### src/rtl/drsstc_pkg.sv
// Shared DRSSTC controller definitions: config word layout, interrupter
// state encoding and the on-time clamp / run-permission helpers.
package drsstc_pkg;

   localparam int unsigned CONF_PAR_NUM = 5;
   localparam int unsigned CONF_PAR_MAX = 16;

   // Word positions inside the UART config array
   localparam int unsigned PAR_PERIOD = 0;
   localparam int unsigned PAR_ON     = 1;
   localparam int unsigned PAR_BURST  = 2;
   localparam int unsigned PAR_GAP    = 3;
   localparam int unsigned PAR_EN     = 4;

   typedef enum logic [1:0] {IDLE, ON, OFF, GAP} intr_state_t;

   typedef logic [CONF_PAR_MAX-1:0] word_t;

   // One complete interrupter configuration
   typedef struct packed {
      word_t period;
      word_t on_time;
      word_t burst_len;
      word_t burst_gap;
      word_t enable;
   } intr_cfg_t;

   // On-time clamped to the hard limit and to period-1 so the off phase is never empty
   function automatic word_t calc_eff_on(input intr_cfg_t c, input word_t max_on);
      word_t e;
      e = c.on_time;
      if (e > max_on) e = max_on;
      if (e > c.period - word_t'(1)) e = c.period - word_t'(1);
      return e;
   endfunction

   // A config that cannot produce a legal pulse is treated as disabled
   function automatic logic run_allowed(input intr_cfg_t c);
      return (c.enable != '0) && (c.period >= word_t'(2)) && (c.on_time != '0);
   endfunction

endpackage

### src/rtl/tick_prescaler.sv
// Free-running prescaler producing a one-clock timing tick every TICK_DIV clocks.
// Ports: clk, rst (async active-high), tick (registered, high when count is TICK_DIV-1).
module tick_prescaler #(
   parameter int unsigned TICK_DIV = 50
) (
   input  logic clk,
   input  logic rst,
   output logic tick
);

   localparam int unsigned CW = (TICK_DIV > 1) ? $clog2(TICK_DIV) : 1;
   localparam logic [CW-1:0] LAST = CW'(TICK_DIV - 1);

   logic [CW-1:0] cnt_q;
   logic [CW-1:0] cnt_d;

   // Wrapping count 0..TICK_DIV-1
   always_comb begin
      cnt_d = cnt_q + CW'(1);
      if (cnt_q == LAST) cnt_d = '0;
   end

   // tick is registered from the next count so it is high while cnt_q == LAST
   always_ff @(posedge clk or posedge rst) begin
      if (rst) begin
         cnt_q <= '0;
         tick  <= (LAST == '0);
      end else begin
         cnt_q <= cnt_d;
         tick  <= (cnt_d == LAST);
      end
   end

endmodule

### src/rtl/interrupter_gen.sv
// DRSSTC interrupter: turns the decoded UART config into a gate-enable pulse
// train with continuous or burst modes and on-time clamping. New settings take
// effect at period boundaries; a disable strobe stops output on the next clock.
// Ports: clk, rst (async active-high), sh_reg (config words), is_data_ready
// (strobe, sh_reg valid same cycle), out (registered gate enable), busy (not IDLE).
module interrupter_gen #(
   parameter int unsigned CONF_PAR_NUM = 5,
   parameter int unsigned CONF_PAR_MAX = 16,
   parameter int unsigned TICK_DIV     = 50,
   parameter int unsigned MAX_ON_TICKS = 200
) (
   input  logic                                   clk,
   input  logic                                   rst,
   input  logic [CONF_PAR_NUM-1:0][CONF_PAR_MAX-1:0] sh_reg,
   input  logic                                   is_data_ready,
   output logic                                   out,
   output logic                                   busy
);

   import drsstc_pkg::*;

   localparam word_t MAX_ON = word_t'(MAX_ON_TICKS);

   logic        tick;
   intr_state_t state_q, state_d;
   word_t       cnt_q, cnt_d;
   word_t       pcnt_q, pcnt_d;
   intr_cfg_t   shadow_q, shadow_d;
   intr_cfg_t   staging_q, staging_d;
   logic        pending_q, pending_d;

   intr_cfg_t   cfg_in;
   intr_cfg_t   cfg_new;
   logic        kill;
   logic        apply;

   tick_prescaler #(.TICK_DIV(TICK_DIV)) u_presc (
      .clk  (clk),
      .rst  (rst),
      .tick (tick)
   );

   // Unpack the incoming config array
   always_comb begin
      cfg_in.period    = word_t'(sh_reg[PAR_PERIOD]);
      cfg_in.on_time   = word_t'(sh_reg[PAR_ON]);
      cfg_in.burst_len = word_t'(sh_reg[PAR_BURST]);
      cfg_in.burst_gap = word_t'(sh_reg[PAR_GAP]);
      cfg_in.enable    = word_t'(sh_reg[PAR_EN]);
   end

   // Config an apply point would use: a same-cycle strobe beats staging, staging beats shadow
   always_comb begin
      cfg_new = shadow_q;
      if (pending_q)     cfg_new = staging_q;
      if (is_data_ready) cfg_new = cfg_in;
   end

   assign kill = is_data_ready && (cfg_in.enable == '0);

   // Next-state, counters and config staging
   always_comb begin
      state_d   = state_q;
      cnt_d     = cnt_q;
      pcnt_d    = pcnt_q;
      shadow_d  = shadow_q;
      staging_d = staging_q;
      pending_d = pending_q;
      apply     = 1'b0;

      if (is_data_ready) begin
         staging_d = cfg_in;
         pending_d = 1'b1;
      end

      if (kill) begin
         state_d   = IDLE;
         shadow_d  = cfg_in;
         pending_d = 1'b0;
      end else begin
         unique case (state_q)
            IDLE: begin
               apply = 1'b1;
               if (tick && run_allowed(cfg_new)) begin
                  state_d = ON;
                  cnt_d   = calc_eff_on(cfg_new, MAX_ON);
                  pcnt_d  = cfg_new.burst_len;
               end
            end
            ON: begin
               if (tick) begin
                  if (cnt_q == word_t'(1)) begin
                     // Shadow is stable through ON, so it still holds this pulse's settings
                     state_d = OFF;
                     cnt_d   = shadow_q.period - calc_eff_on(shadow_q, MAX_ON);
                  end else begin
                     cnt_d = cnt_q - word_t'(1);
                  end
               end
            end
            OFF: begin
               if (tick) begin
                  if (cnt_q == word_t'(1)) begin
                     apply = 1'b1;
                     if (!run_allowed(cfg_new)) begin
                        state_d = IDLE;
                     end else if (cfg_new.burst_len == '0) begin
                        state_d = ON;
                        cnt_d   = calc_eff_on(cfg_new, MAX_ON);
                     end else if (pcnt_q > word_t'(1)) begin
                        state_d = ON;
                        cnt_d   = calc_eff_on(cfg_new, MAX_ON);
                        pcnt_d  = pcnt_q - word_t'(1);
                     end else if (cfg_new.burst_gap != '0) begin
                        state_d = GAP;
                        cnt_d   = cfg_new.burst_gap;
                     end else begin
                        state_d = ON;
                        cnt_d   = calc_eff_on(cfg_new, MAX_ON);
                        pcnt_d  = cfg_new.burst_len;
                     end
                  end else begin
                     cnt_d = cnt_q - word_t'(1);
                  end
               end
            end
            GAP: begin
               if (tick) begin
                  if (cnt_q == word_t'(1)) begin
                     apply = 1'b1;
                     if (!run_allowed(cfg_new)) begin
                        state_d = IDLE;
                     end else begin
                        state_d = ON;
                        cnt_d   = calc_eff_on(cfg_new, MAX_ON);
                        pcnt_d  = cfg_new.burst_len;
                     end
                  end else begin
                     cnt_d = cnt_q - word_t'(1);
                  end
               end
            end
            default: state_d = IDLE;
         endcase

         if (apply) begin
            shadow_d  = cfg_new;
            pending_d = 1'b0;
         end
      end
   end

   // State register; out and busy are flops decoded from the next state
   always_ff @(posedge clk or posedge rst) begin
      if (rst) begin
         state_q   <= IDLE;
         cnt_q     <= '0;
         pcnt_q    <= '0;
         shadow_q  <= '0;
         staging_q <= '0;
         pending_q <= 1'b0;
         out       <= 1'b0;
         busy      <= 1'b0;
      end else begin
         state_q   <= state_d;
         cnt_q     <= cnt_d;
         pcnt_q    <= pcnt_d;
         shadow_q  <= shadow_d;
         staging_q <= staging_d;
         pending_q <= pending_d;
         out       <= (state_d == ON);
         busy      <= (state_d != IDLE);
      end
   end

endmodule

### config.mk
export PLATFORM = sky130hd
export DESIGN_NAME = interrupter_gen
export DESIGN_NICKNAME = d
export VERILOG_FILES = /design/src/rtl/drsstc_pkg.sv /design/src/rtl/tick_prescaler.sv /design/src/rtl/interrupter_gen.sv
export SDC_FILE = /design/constraint.sdc
export NUM_CORES = 1
export LEC_CHECK = 0
export CAP_MARGIN = 10
export CORE_ASPECT_RATIO = 1.5
export CORE_MARGIN = 2
export CORE_UTILIZATION = 55
export DETAILED_ROUTE_END_ITERATION = 12
export PLACE_DENSITY = 0.75
export SLEW_MARGIN = 30
export SYNTH_ARGS = -nofsm -noshare
export SYNTH_HDL_FRONTEND = slang
export SYNTH_SLANG_ARGS = --single-unit
### constraint.sdc
create_clock -name clk -period 17.9 [get_ports clk]
set_clock_uncertainty 0.15 [all_clocks]
set_input_delay 2.685 -clock clk [delete_from_list [all_inputs] [get_ports clk]]
set_output_delay 2.685 -clock clk [all_outputs]
set_load 0.01 [all_outputs]
==> results.sh <==
export IMPL_yosysWarnings=0
export IMPL_synth_area_um2=13300
export IMPL_use_met3_pct=2.56
export IMPL_vdd_ir_drop_max_mv=0.0971
export IMPL_cpMostUsedCell="buf_4"
export IMPL_area_growth_pct=12.8
export IMPL_crit_slowest_cell="buf_4"
export IMPL_crit_path_max_fanout=104
export IMPL_yosysTopAreaCellShare_pct=38.3
export IMPL_arrival_ps=8120
export IMPL_vias=11476
export IMPL_powerDensity_nw_per_um2=157
export IMPL_cp_end_kind="flip-flop"
export IMPL_drive_gt1_share_pct=7.21
export IMPL_cpPeakStageDelay_ps=760
export IMPL_layout_setup_ws_ps=10050
export IMPL_dieArea_um2=25500
export IMPL_crit_required_ps=18170
export IMPL_async_flop_share_pct=100
export IMPL_syn_avg_cell_area_um2=8.62
export IMPL_initial_core_util_pct=56.1
export IMPL_cts_setup_buffers=0
export IMPL_antenna_left=0
export IMPL_clkSlewWorstSetupHoldPaths_ps=60
export IMPL_status="complete, no violations"
export IMPL_grt_overflow=0
export IMPL_io_pins=85
export IMPL_htree_num_levels=1
export IMPL_nNetsFinal=1754
export IMPL_die_w_um=131
export IMPL_rows=69
export IMPL_rsz0062_at_grt="no"
export IMPL_wl_um=35400
export IMPL_startpoint_type="input pin"
export IMPL_period_share_pct=43.9
export IMPL_drtIter0Drc=807
export IMPL_grt_max_degree=133
export IMPL_hp_class="flip-flop to flip-flop"
export IMPL_cts_sink_count=204
export IMPL_cts_resized=0
export IMPL_drcViolationCount=0
export IMPL_grt_pass1_vias=11331
export IMPL_cts_tree="done"
export IMPL_clk_insertion_delay_late_ps=500
export IMPL_avgRoutedWirePerCell_um=18.3
export IMPL_relSlewSlack_pct=36.7
export IMPL_synth_cells=1546
export IMPL_core_um2=23700
export IMPL_stdcell_count=1941
export IMPL_cts_buffer_depth=3
export IMPL_cts_buffers=21
export IMPL_dp_hpwl_um=25700
export IMPL_n_antenna_cell=0
export IMPL_hold_viol=0
export IMPL_dpl_worst_slack_ps=9630
export IMPL_ys_seq_area_share_pct=38.3
export IMPL_cts_root_buffer_cell="clkbuf_16"
export IMPL_portBuffers=84
export IMPL_path_cells="buf_6 -> buf_4 -> buf_4 -> nand2_1 -> o21a_1 -> and3_1 -> o41ai_1 -> nor2_1 -> ha_1 -> nand4_1 -> a21oi_1 -> o31ai_1 -> a21oi_1 -> buf_4 -> nor2b_1 -> nand2_1 -> a311o_1 -> a31oi_1"
export IMPL_fmax_ghz=0.127
export IMPL_worst_slew_pin_slew_ps=949
export IMPL_met2_usage_pct=49.2
export IMPL_gp_congestion=0.916
export IMPL_fin_setup_tns_ps=0
export IMPL_ys_flop_type="dfrtp_1"
export IMPL_ys_ff_latch=204
export IMPL_synth_edf_count=0
export IMPL_nFillCells=2040
export IMPL_antenna_found_initial=0
export IMPL_layout_commonest_cell="nand2_1"
export IMPL_yosys_area_top_type="dfrtp_1"
export IMPL_die_h_um=195
export IMPL_synth_area_leaders="dfrtp_1 (38%), o21ai_0 (7.8%), nand2_1 (6.8%), mux2i_1 (6.2%), ha_1 (5.8%)"
export IMPL_grt_usage_pct=27.6
export IMPL_grt_busiest_layer="met2"
export IMPL_power_static_leakage_nw=6.56
export IMPL_ys_types=78
export IMPL_slew_violations=0
export IMPL_min_period_ps=7850
export IMPL_finalSetupViolCount=0
export IMPL_vias_per_cell=5.91
export IMPL_drtPass1Iterations=7
export IMPL_final_cell_mix="nand2_1 (240), o21ai_0 (207), dfrtp_1 (203)"
export IMPL_cap_violations=0
export IMPL_dpl_cell_count=1904
export IMPL_cts_hold_buf=0
export IMPL_grtUsageMet1_pct=32.8
export IMPL_crit_type="input pin to flip-flop"
export IMPL_grt_pass1_wl_um=57600
==> area by class of cell <==
class	instances	area, um^2	area share (%)
well taps	319	399	2.65
multi-input cells	1168	7480	49.7
clock inverters	9	73.8	0.491
repair buffers	101	973	6.47
inverters	112	433	2.88
flip-flops and latches	204	5110	34.0
clock buffers	28	572	3.80
==> through the flow <==
step | total power [mW] | instance area [um^2] | hold slack (ps) | utilization [%]
2_1_floorplan | 1.61 | 13400 | 288 | -
3_3_place_gp | 1.90 | 14400 | 298 | 60.5
3_5_place_dp | 1.93 | 14400 | 305 | 60.6
4_1_cts | 2.36 | 15000 | 319 | 63.3
5_1_grt | 2.53 | 15000 | 340 | 63.3
6_report | 2.36 | 15000 | 317 | 63.3
==> report_power, final <==
group,switching (mW),internal [mW]
clock network,0.182,0.239
logic,0.680,0.505
registers,0.151,0.603
total,1.01,1.35
==> cells by family after synthesis <==
| kind of cell | synth area share [%] |
|---|---|
| simple gates | 17.4 |
| compound gates | 19.3 |
| flops | 38.3 |
| buf+inv | 6.34 |
| mux | 9.37 |
| fa+ha+maj | 5.97 |
| xor+xnor | 3.35 |
| other cells | 0.0281 |
==> worst max-delay path, delay by kind of cell <==
family	cells	cell delay (ps)
fa+ha+maj	1	350
compound gates	7	1800
buf+inv	4	1960
simple gates	6	1220
==> registers in the layout (all words and copies together) (netlist names) <==
| signal | count |
|---|---|
| u_presc.cnt_q | 6 |
| shadow_q | 80 |
| staging_q | 80 |
| busy | 1 |
| out | 1 |
| pending_q | 1 |
| pcnt_q | 16 |
| cnt_q | 16 |
| u_presc.tick | 1 |
| state_q | 2 |
==> final timing paths <==
path                       slack, ps  depth (start not counted)      endpoint          start
min                              320                          2   shadow_q[6]    shadow_q[6]
max                            10050                         18     cnt_q[13]  is_data_ready
max in group asynchronous      13860                          3  shadow_q[29]            rst
max reg2reg                    11720                         23     cnt_q[13]   shadow_q[69]
min reg2reg                      320                          2   shadow_q[6]    shadow_q[6]
min in group asynchronous       2510                          2   shadow_q[6]            rst
==> metal layers <==
metal  wire, um  share of wire [%]
met5          0                  0
met4       2040                5.8
met3       1380                3.9
met2      18100                 51
met1      13900                 39
==> cells in the mapped netlist (5+ instances only) <==
cell type and count:
nand2_1 240, o21ai_0 207, dfrtp_1 204, inv_1 111
mux2i_1 82, a21oi_1 76, nor2_1 66, ha_1 62
clkbuf_1 42, mux2_2 38, xnor2_1 34, o21a_1 33
nand3_1 28, nor3_1 25, nand2b_1 23, nor4_1 20
xor2_1 17, a31oi_1 16, buf_2 15, buf_6 14
nor2b_1 14, nand4_1 13, or3_1 13, a21o_1 9
o211ai_1 9, or2_2 9, o22ai_1 8, and3_1 7
a211oi_1 5, a21boi_0 5, a22o_1 5, a22oi_1 5
and2_1 5, and4_1 5, o21ai_1 5, o31ai_1 5
or4_1 5
(Power assumes the default switching activity.)
